**config.mk**
```make
export PLATFORM = sky130hd
export DESIGN_NAME = mem_arbiter
export DESIGN_NICKNAME = d
export VERILOG_FILES = /design/src/rtl/mem_arbiter.sv
export SDC_FILE = /design/constraint.sdc
export NUM_CORES = 1
export LEC_CHECK = 0
export CAP_MARGIN = 15
export CORE_AREA = 4 4 102 104
export CTS_BUF_LIST = sky130_fd_sc_hd__clkbuf_8
export DETAILED_ROUTE_END_ITERATION = 12
export DIE_AREA = 0 0 106 108
export MAX_ROUTING_LAYER = met4
export PLACE_DENSITY = 0.75
export SYNTH_ARGS = -nofsm -noshare
export SYNTH_HDL_FRONTEND = slang
export SYNTH_SLANG_ARGS = --single-unit
export TNS_END_PERCENT = 100
```
**constraint.sdc**
```tcl
create_clock -name clk -period 3.4 [get_ports clk]
set_clock_uncertainty 0.2 [all_clocks]
set_input_delay 1.02 -clock clk [delete_from_list [all_inputs] [get_ports clk]]
set_output_delay 1.02 -clock clk [all_outputs]
set_load 0.01 [all_outputs]
```
**src/rtl/mem_arbiter.sv**
```systemverilog
// mem_arbiter: I-cache / D-cache to single memory bus arbiter with bus timeout.
// Define ARB_ROUND_ROBIN_EN for round-robin on simultaneous requests; otherwise D always wins.
module mem_arbiter #(
    parameter int unsigned TMO = 255
) (
    input  logic        clk,
    input  logic        clrn,
    input  logic [31:0] i_a,
    input  logic        i_strobe,
    output logic [31:0] i_din,
    output logic        i_ready,
    input  logic [31:0] d_a,
    input  logic [31:0] d_dout,
    input  logic        d_strobe,
    input  logic        d_rw,
    output logic [31:0] d_din,
    output logic        d_ready,
    output logic [31:0] m_a,
    output logic [31:0] m_din,
    output logic        m_strobe,
    output logic        m_rw,
    input  logic [31:0] m_dout,
    input  logic        m_ready,
    output logic        bus_err
);

    typedef enum logic [1:0] {
        IDLE   = 2'd0,
        BUSY_I = 2'd1,
        BUSY_D = 2'd2
    } state_t;

    localparam logic [15:0] CNT_MAX = 16'(TMO - 1);

    state_t      state, state_nx;
    logic [15:0] cnt, cnt_nx;
    logic        last_grant, last_grant_nx;
    logic        bus_err_nx;
    logic        both;
    logic        pick_d;
    logic        gnt_strobe;

    assign both = i_strobe & d_strobe;

`ifdef ARB_ROUND_ROBIN_EN
    // on contention the side that did not win last time gets the bus
    assign pick_d = both ? ~last_grant : d_strobe;
`else
    assign pick_d = d_strobe;
`endif

    assign i_din = m_dout;
    assign d_din = m_dout;

    always_ff @(posedge clk or negedge clrn) begin
        if (!clrn) begin
            state      <= IDLE;
            cnt        <= '0;
            last_grant <= 1'b0;
            bus_err    <= 1'b0;
        end else begin
            state      <= state_nx;
            cnt        <= cnt_nx;
            last_grant <= last_grant_nx;
            bus_err    <= bus_err_nx;
        end
    end

    always_comb begin
        state_nx      = state;
        cnt_nx        = cnt;
        last_grant_nx = last_grant;
        bus_err_nx    = bus_err;
        case (state)
            IDLE: begin
                if (i_strobe | d_strobe) begin
                    state_nx      = pick_d ? BUSY_D : BUSY_I;
                    cnt_nx        = '0;
                    last_grant_nx = pick_d;
                end
            end
            BUSY_I, BUSY_D: begin
                cnt_nx = cnt + 16'd1;
                // completion wins over a timeout landing in the same cycle
                if (!gnt_strobe || m_ready) begin
                    state_nx = IDLE;
                end else if (cnt == CNT_MAX) begin
                    state_nx   = IDLE;
                    bus_err_nx = 1'b1;
                end
            end
            default: state_nx = IDLE;
        endcase
    end

    always_comb begin
        m_a        = '0;
        m_din      = '0;
        m_rw       = 1'b0;
        m_strobe   = 1'b0;
        gnt_strobe = 1'b0;
        i_ready    = 1'b0;
        d_ready    = 1'b0;
        case (state)
            BUSY_I: begin
                m_a        = i_a;
                m_din      = d_dout;
                gnt_strobe = i_strobe;
                m_strobe   = i_strobe;
                i_ready    = i_strobe & m_ready;
            end
            BUSY_D: begin
                m_a        = d_a;
                m_din      = d_dout;
                m_rw       = d_rw;
                gnt_strobe = d_strobe;
                m_strobe   = d_strobe;
                d_ready    = d_strobe & m_ready;
            end
            default: ;
        endcase
    end

endmodule
```
* After elaboration in Yosys (flattened, before gate mapping)
Cells that the tools add are included.
** Storage, ports and cells
- Register bits :: 19
- Input port bits :: 134
- Word-level logic and storage cells :: 34
** Operators by class
- Add/sub/neg operators :: 1
- Eq/ne operators :: 5
- Mux-type cells :: 13
- Bitwise logic cells :: 4
- Reductions and logical operators :: 8
** Operators with widths (number)
- one-hot mux 32 bit (2 select lines) :: 1
- two-way mux 32 bit :: 1
- one-hot mux 16 bit (2 select lines) :: 1
- adder 16 x 1 -> 16 bit, second input constant :: 1
- equality test 16 x 8 -> 1 bit, second input constant :: 1
- two-way mux 16 bit :: 1
- two-way mux 2 bit :: 4
- one-hot mux 2 bit (2 select lines) :: 1
- AND reduction 2 bit :: 2
- two-way mux 1 bit :: 3
- inequality test 3 x 1 -> 1 bit, second input constant :: 1
- AND reduction 3 bit :: 1
- bitwise AND 1 bit :: 2
- equality test 2 x 1 -> 1 bit, second input constant :: 1
- equality test 2 bit, second input constant :: 1
- logical NOT 2 bit :: 1
- inequality test 2 bit, second input constant :: 1
- one-hot mux 1 bit (2 select lines) :: 1
- nonzero test 2 bit :: 1
- OR reduction 2 bit :: 1
- logical NOT 1 bit :: 1
- logical OR 1 bit :: 1
- inverter 1 bit :: 1
- bitwise OR 1 bit :: 1

* Longest topological paths before layout
- Depth after elaboration :: 6
- Depth in mapped cells :: 7

* Least setup slack after synthesis
OpenSTA, ideal clock, no wires.
- Path type :: reg2out
- Start point :: reg state[1]
- End point :: out m_a[19]
- Arrival :: 1.501 ns
- Data required time :: 2.180 ns
- Setup slack :: 0.679 ns
- Cell stages (with the launch flop) :: 6
- Path through :: dfrtp_1 -> inv_1 -> ha_1 -> clkbuf_1 -> clkbuf_1 -> nor2b_1
** Between the ends
- Longest elaborated chain between the ends :: 2
- Elaborated cells between the ends (all ways) :: 3
** Ends and longest elaborated chain
- start, declared :: line 35 : state_t state, state_nx;
- start signal, assigned :: line 62 : state <= state_nx;
- equality test 2 bit / equality test 2 x 1 -> 1 bit (equally long branches) :: line 104 : case (state)
- one-hot mux 32 bit (2 select lines) * :: line 104
- end, declared :: line 18 : output logic [31:0] m_a,
Mark *: on every way between the ends. The rest lies on a longest branch, timed or not.

* Worst setup path after layout
- Start point :: in d_dout[30]
- End point :: out m_din[30]
** Between the ends
- Longest elaborated chain between the ends :: 1
** Ends and longest elaborated chain
- start, declared :: line 13 : input logic [31:0] d_dout,
- two-way mux 32 bit :: line 104
- end, declared :: line 19 : output logic [31:0] m_din,
Every way passes these cells.

==> impl_results.md <==
- GRT Residual Overflow: 0
- Port bufs: 170
- Initial Util: 25.3%
- Worst Path Class, Setup: input port to output pin
- Largest net degree at the start of global routing: 67
- Metal2 WL: 4040 microns
- Fin nets: 548
- Vias: 2,544
- Final period utilization: 99.0%
- RSZ-0062 raised after global routing: false
- CTS Root Cell: clkbuf_8
- Normalized max-slew margin: 71.1%
- Maximum clock frequency: 0.297 GHz
- Row count: 36
- Die area: 0.0114 sq mm
- Final number of hold-violating endpoints: 0
- Post-Synthesis Cells: 304
- Layout cells sized above 1: 6.13%
- WL met1: 3420 microns
- Slew @ Worst Pin: 0.433 ns
- Area grow syn2layout: 59.8%
- Setup repair bufs after CTS: 0
- Syn_nets: 443
- Total of max-cap violations: 0
- TritonCTS sink count: 19
- Overall power: 2.23 mW
- Synth Flop Type: dfrtp_1
- Clk buf depth: 2
- Final HPWL DP: 6810 microns
- Cts bufs inserted: 3
- Leakage: 1.68 nW
- Filler Cells Inserted: 1,012
- Seq cells post-synth: 19
- Top layer in use: met4
- CP Capture Type: output pin
- Met3 Routed Length: 699 microns
- IO Pins: 267
- Max-slew violation count: 0
- Sequential fraction of the synthesis area: 19.7%
- Syn avg cell area: 7.96 sq um
- CTS Hold Bufs: 0
- Antenna Cells: 0
- Vias in the first global route: 2,560
- Worst Path Arrival: 2.14 ns
- Post-synthesis cell type count: 50
- Clock slew at reported path FFs: 0.07 ns
- Vias per std cell: 4.70
- Hold crit path type: register to register
- Ys async rst share: 100%
- Drt drc: 0
- Post-Syn Area: 0.00242 sq mm
- TritonCTS clock tree: built
- Sequential cell area: 475 sq um
- EDFF count, synth: 0
- Setup TNS: 0 ns
- Worst hold slack: 0.310 ns
- WL/cell: 15.4 microns
- H-tree Lvls: 1
- Total track usage: 14.0%
- Post-layout util: 40.5%
- Multi-input gate area in the final layout: 0.00137 sq mm
- Antenna violations before repair: 0
- Die Y: 108 microns
- Antenna Nets Post-Route: 0
- Status: finished clean
- DRT iter0 DRCs: 113
- Gpl congestion: 0.845
- Pwr Density: 578 mW/mm^2
- Crit-path max FO: 1
- First-pass GRT wire length: 12,700 microns
- Final worst path period need: 3.36 ns
- Peak supply drop: 0.342 mV
- Core ar.: 0.00955 sq mm
- Final setup fails: 0
- Critical path startpoint category: input port
- Synth warn: 0
- Die width: 106 microns
- Clk Latency, worst-skew pair: 0.26 ns
- Worst Path Required: 2.18 ns
- Final WL: 8340 microns
- Drt pass-1 iters: 4
## per-layer routing
layer  vias up  global-route usage (%)
met5         -                       -
met4         0                    5.00
met3        22                    3.58
met2       127                    22.8
met1      1182                    17.0
li1       1213                       -
## registers in the layout, summed over array words and instances (netlist names)
signal and cells:
cnt 16, bus_err 1, state 2
## power breakdown
| part | switching [mW] | leakage (nW) | total [mW] | internal, mW |
|---|---|---|---|---|
| combinational | 0.840 | 1.40 | 1.77 | 0.931 |
| clock | 0.0773 | 0.0269 | 0.158 | 0.0804 |
| sequential | 0.0454 | 0.259 | 0.304 | 0.258 |
| total | 0.963 | 1.68 | 2.23 | 1.27 |
## layout make-up
class | count | share of cell area [%]
Sequential cell | 19 | 12.3
Multi-Input combinational cell | 198 | 35.4
Clock inverter | 1 | 0.0971
Tap cell | 133 | 4.31
Clock buffer | 3 | 1.07
Inverter | 5 | 0.486
Timing Repair Buffer | 182 | 46.3
## Yosys cell counts (2+ instances only)
cell type / n / area share (%)
a211oi_1: 2 / 0.62
a21oi_1: 7 / 1.4
a22o_1: 3 / 1.1
a22oi_1: 33 / 10
and2_1: 34 / 8.8
and3_1: 3 / 0.78
buf_4: 65 / 20
clkbuf_1: 16 / 2.5
dfrtp_1: 19 / 20
ha_1: 5 / 2.6
inv_1: 5 / 0.78
mux2_2: 2 / 0.93
nand2_1: 7 / 1.1
nand2b_1: 4 / 1.0
nand3_1: 8 / 1.7
nand4_1: 4 / 1.0
nor2_1: 8 / 1.2
nor2b_1: 33 / 8.5
nor3b_1: 2 / 0.62
o211ai_1: 2 / 0.62
o21ai_0: 5 / 1.0
o31ai_1: 3 / 0.93
or4_1: 4 / 1.2
xnor2_1: 3 / 1.1
xor2_1: 2 / 0.72
## critical path, stage by stage
cell and delay, ns:
clkdlybuf4s50_1 0.45, and2_1 0.13, clkdlybuf4s50_1 0.54
## repair_timing
item                       4_1_cts  5_1_grt
gates resized for setup         37        7
gates cloned                     0        0
setup endpoints to repair       35        8
## kinds of logic (layout without fill, tap and decap cells)
kind of cell / Yosys count / in the layout / synth area share [%]
XOR/XNOR: 5 / 5 / 1.81
buffers and inverters: 87 / 191 / 23.9
multiplexers: 3 / 3 / 1.35
AND/OR/NAND/NOR: 117 / 117 / 29.6
AO/OA/AOI/OAI: 68 / 68 / 21.1
adder cells (fa/ha/maj): 5 / 5 / 2.59
flip-flops: 19 / 19 / 19.7
## path summary, 6_finish.rpt
kind	startpoint	end	depth (start not counted)	slack, ns
worst min register to register	bus_err$_DFFE_PN0P_	bus_err$_DFFE_PN0P_	1	0.31
worst min-delay path	bus_err$_DFFE_PN0P_	bus_err$_DFFE_PN0P_	1	0.31
max in group asynchronous	clrn	cnt[7]$_DFFE_PN0P_	2	1.90
worst max register to register	state[1]$_DFFE_PN0P_	cnt[14]$_DFFE_PN0P_	7	0.90
min in group asynchronous	clrn	cnt[6]$_DFFE_PN0P_	2	0.89
worst max-delay path	d_dout[30]	m_din[30]	3	0.04
## cells in the final DEF, fill, tap and decap left out, drive strengths merged, types with 5 or more instances in the layout
cell type	synthesis	layout
clkdlybuf4s50	0	127
a21oi	7	7
a22oi	33	33
o21ai	7	7
ha	5	5
nor2	8	8
inv	5	6
dlygate4sd2	0	36
nand2	7	7
buf	66	12
nand3	8	8
dlymetal6s2s	0	7
nor2b	34	34
dfrtp	19	19
and2	34	34
## metrics by stage
stage,worst slack [ns],instance area [sq um],std cells
2_1_floorplan,0.679,2420,304
3_3_place_gp,-0.215,3840,537
3_5_place_dp,-0.240,3840,537
4_1_cts,0.00713,3850,541
5_1_grt,0.00165,3860,541
6_report,0.0354,3860,541
No activity file was read; power rests on OpenSTA's default activity.
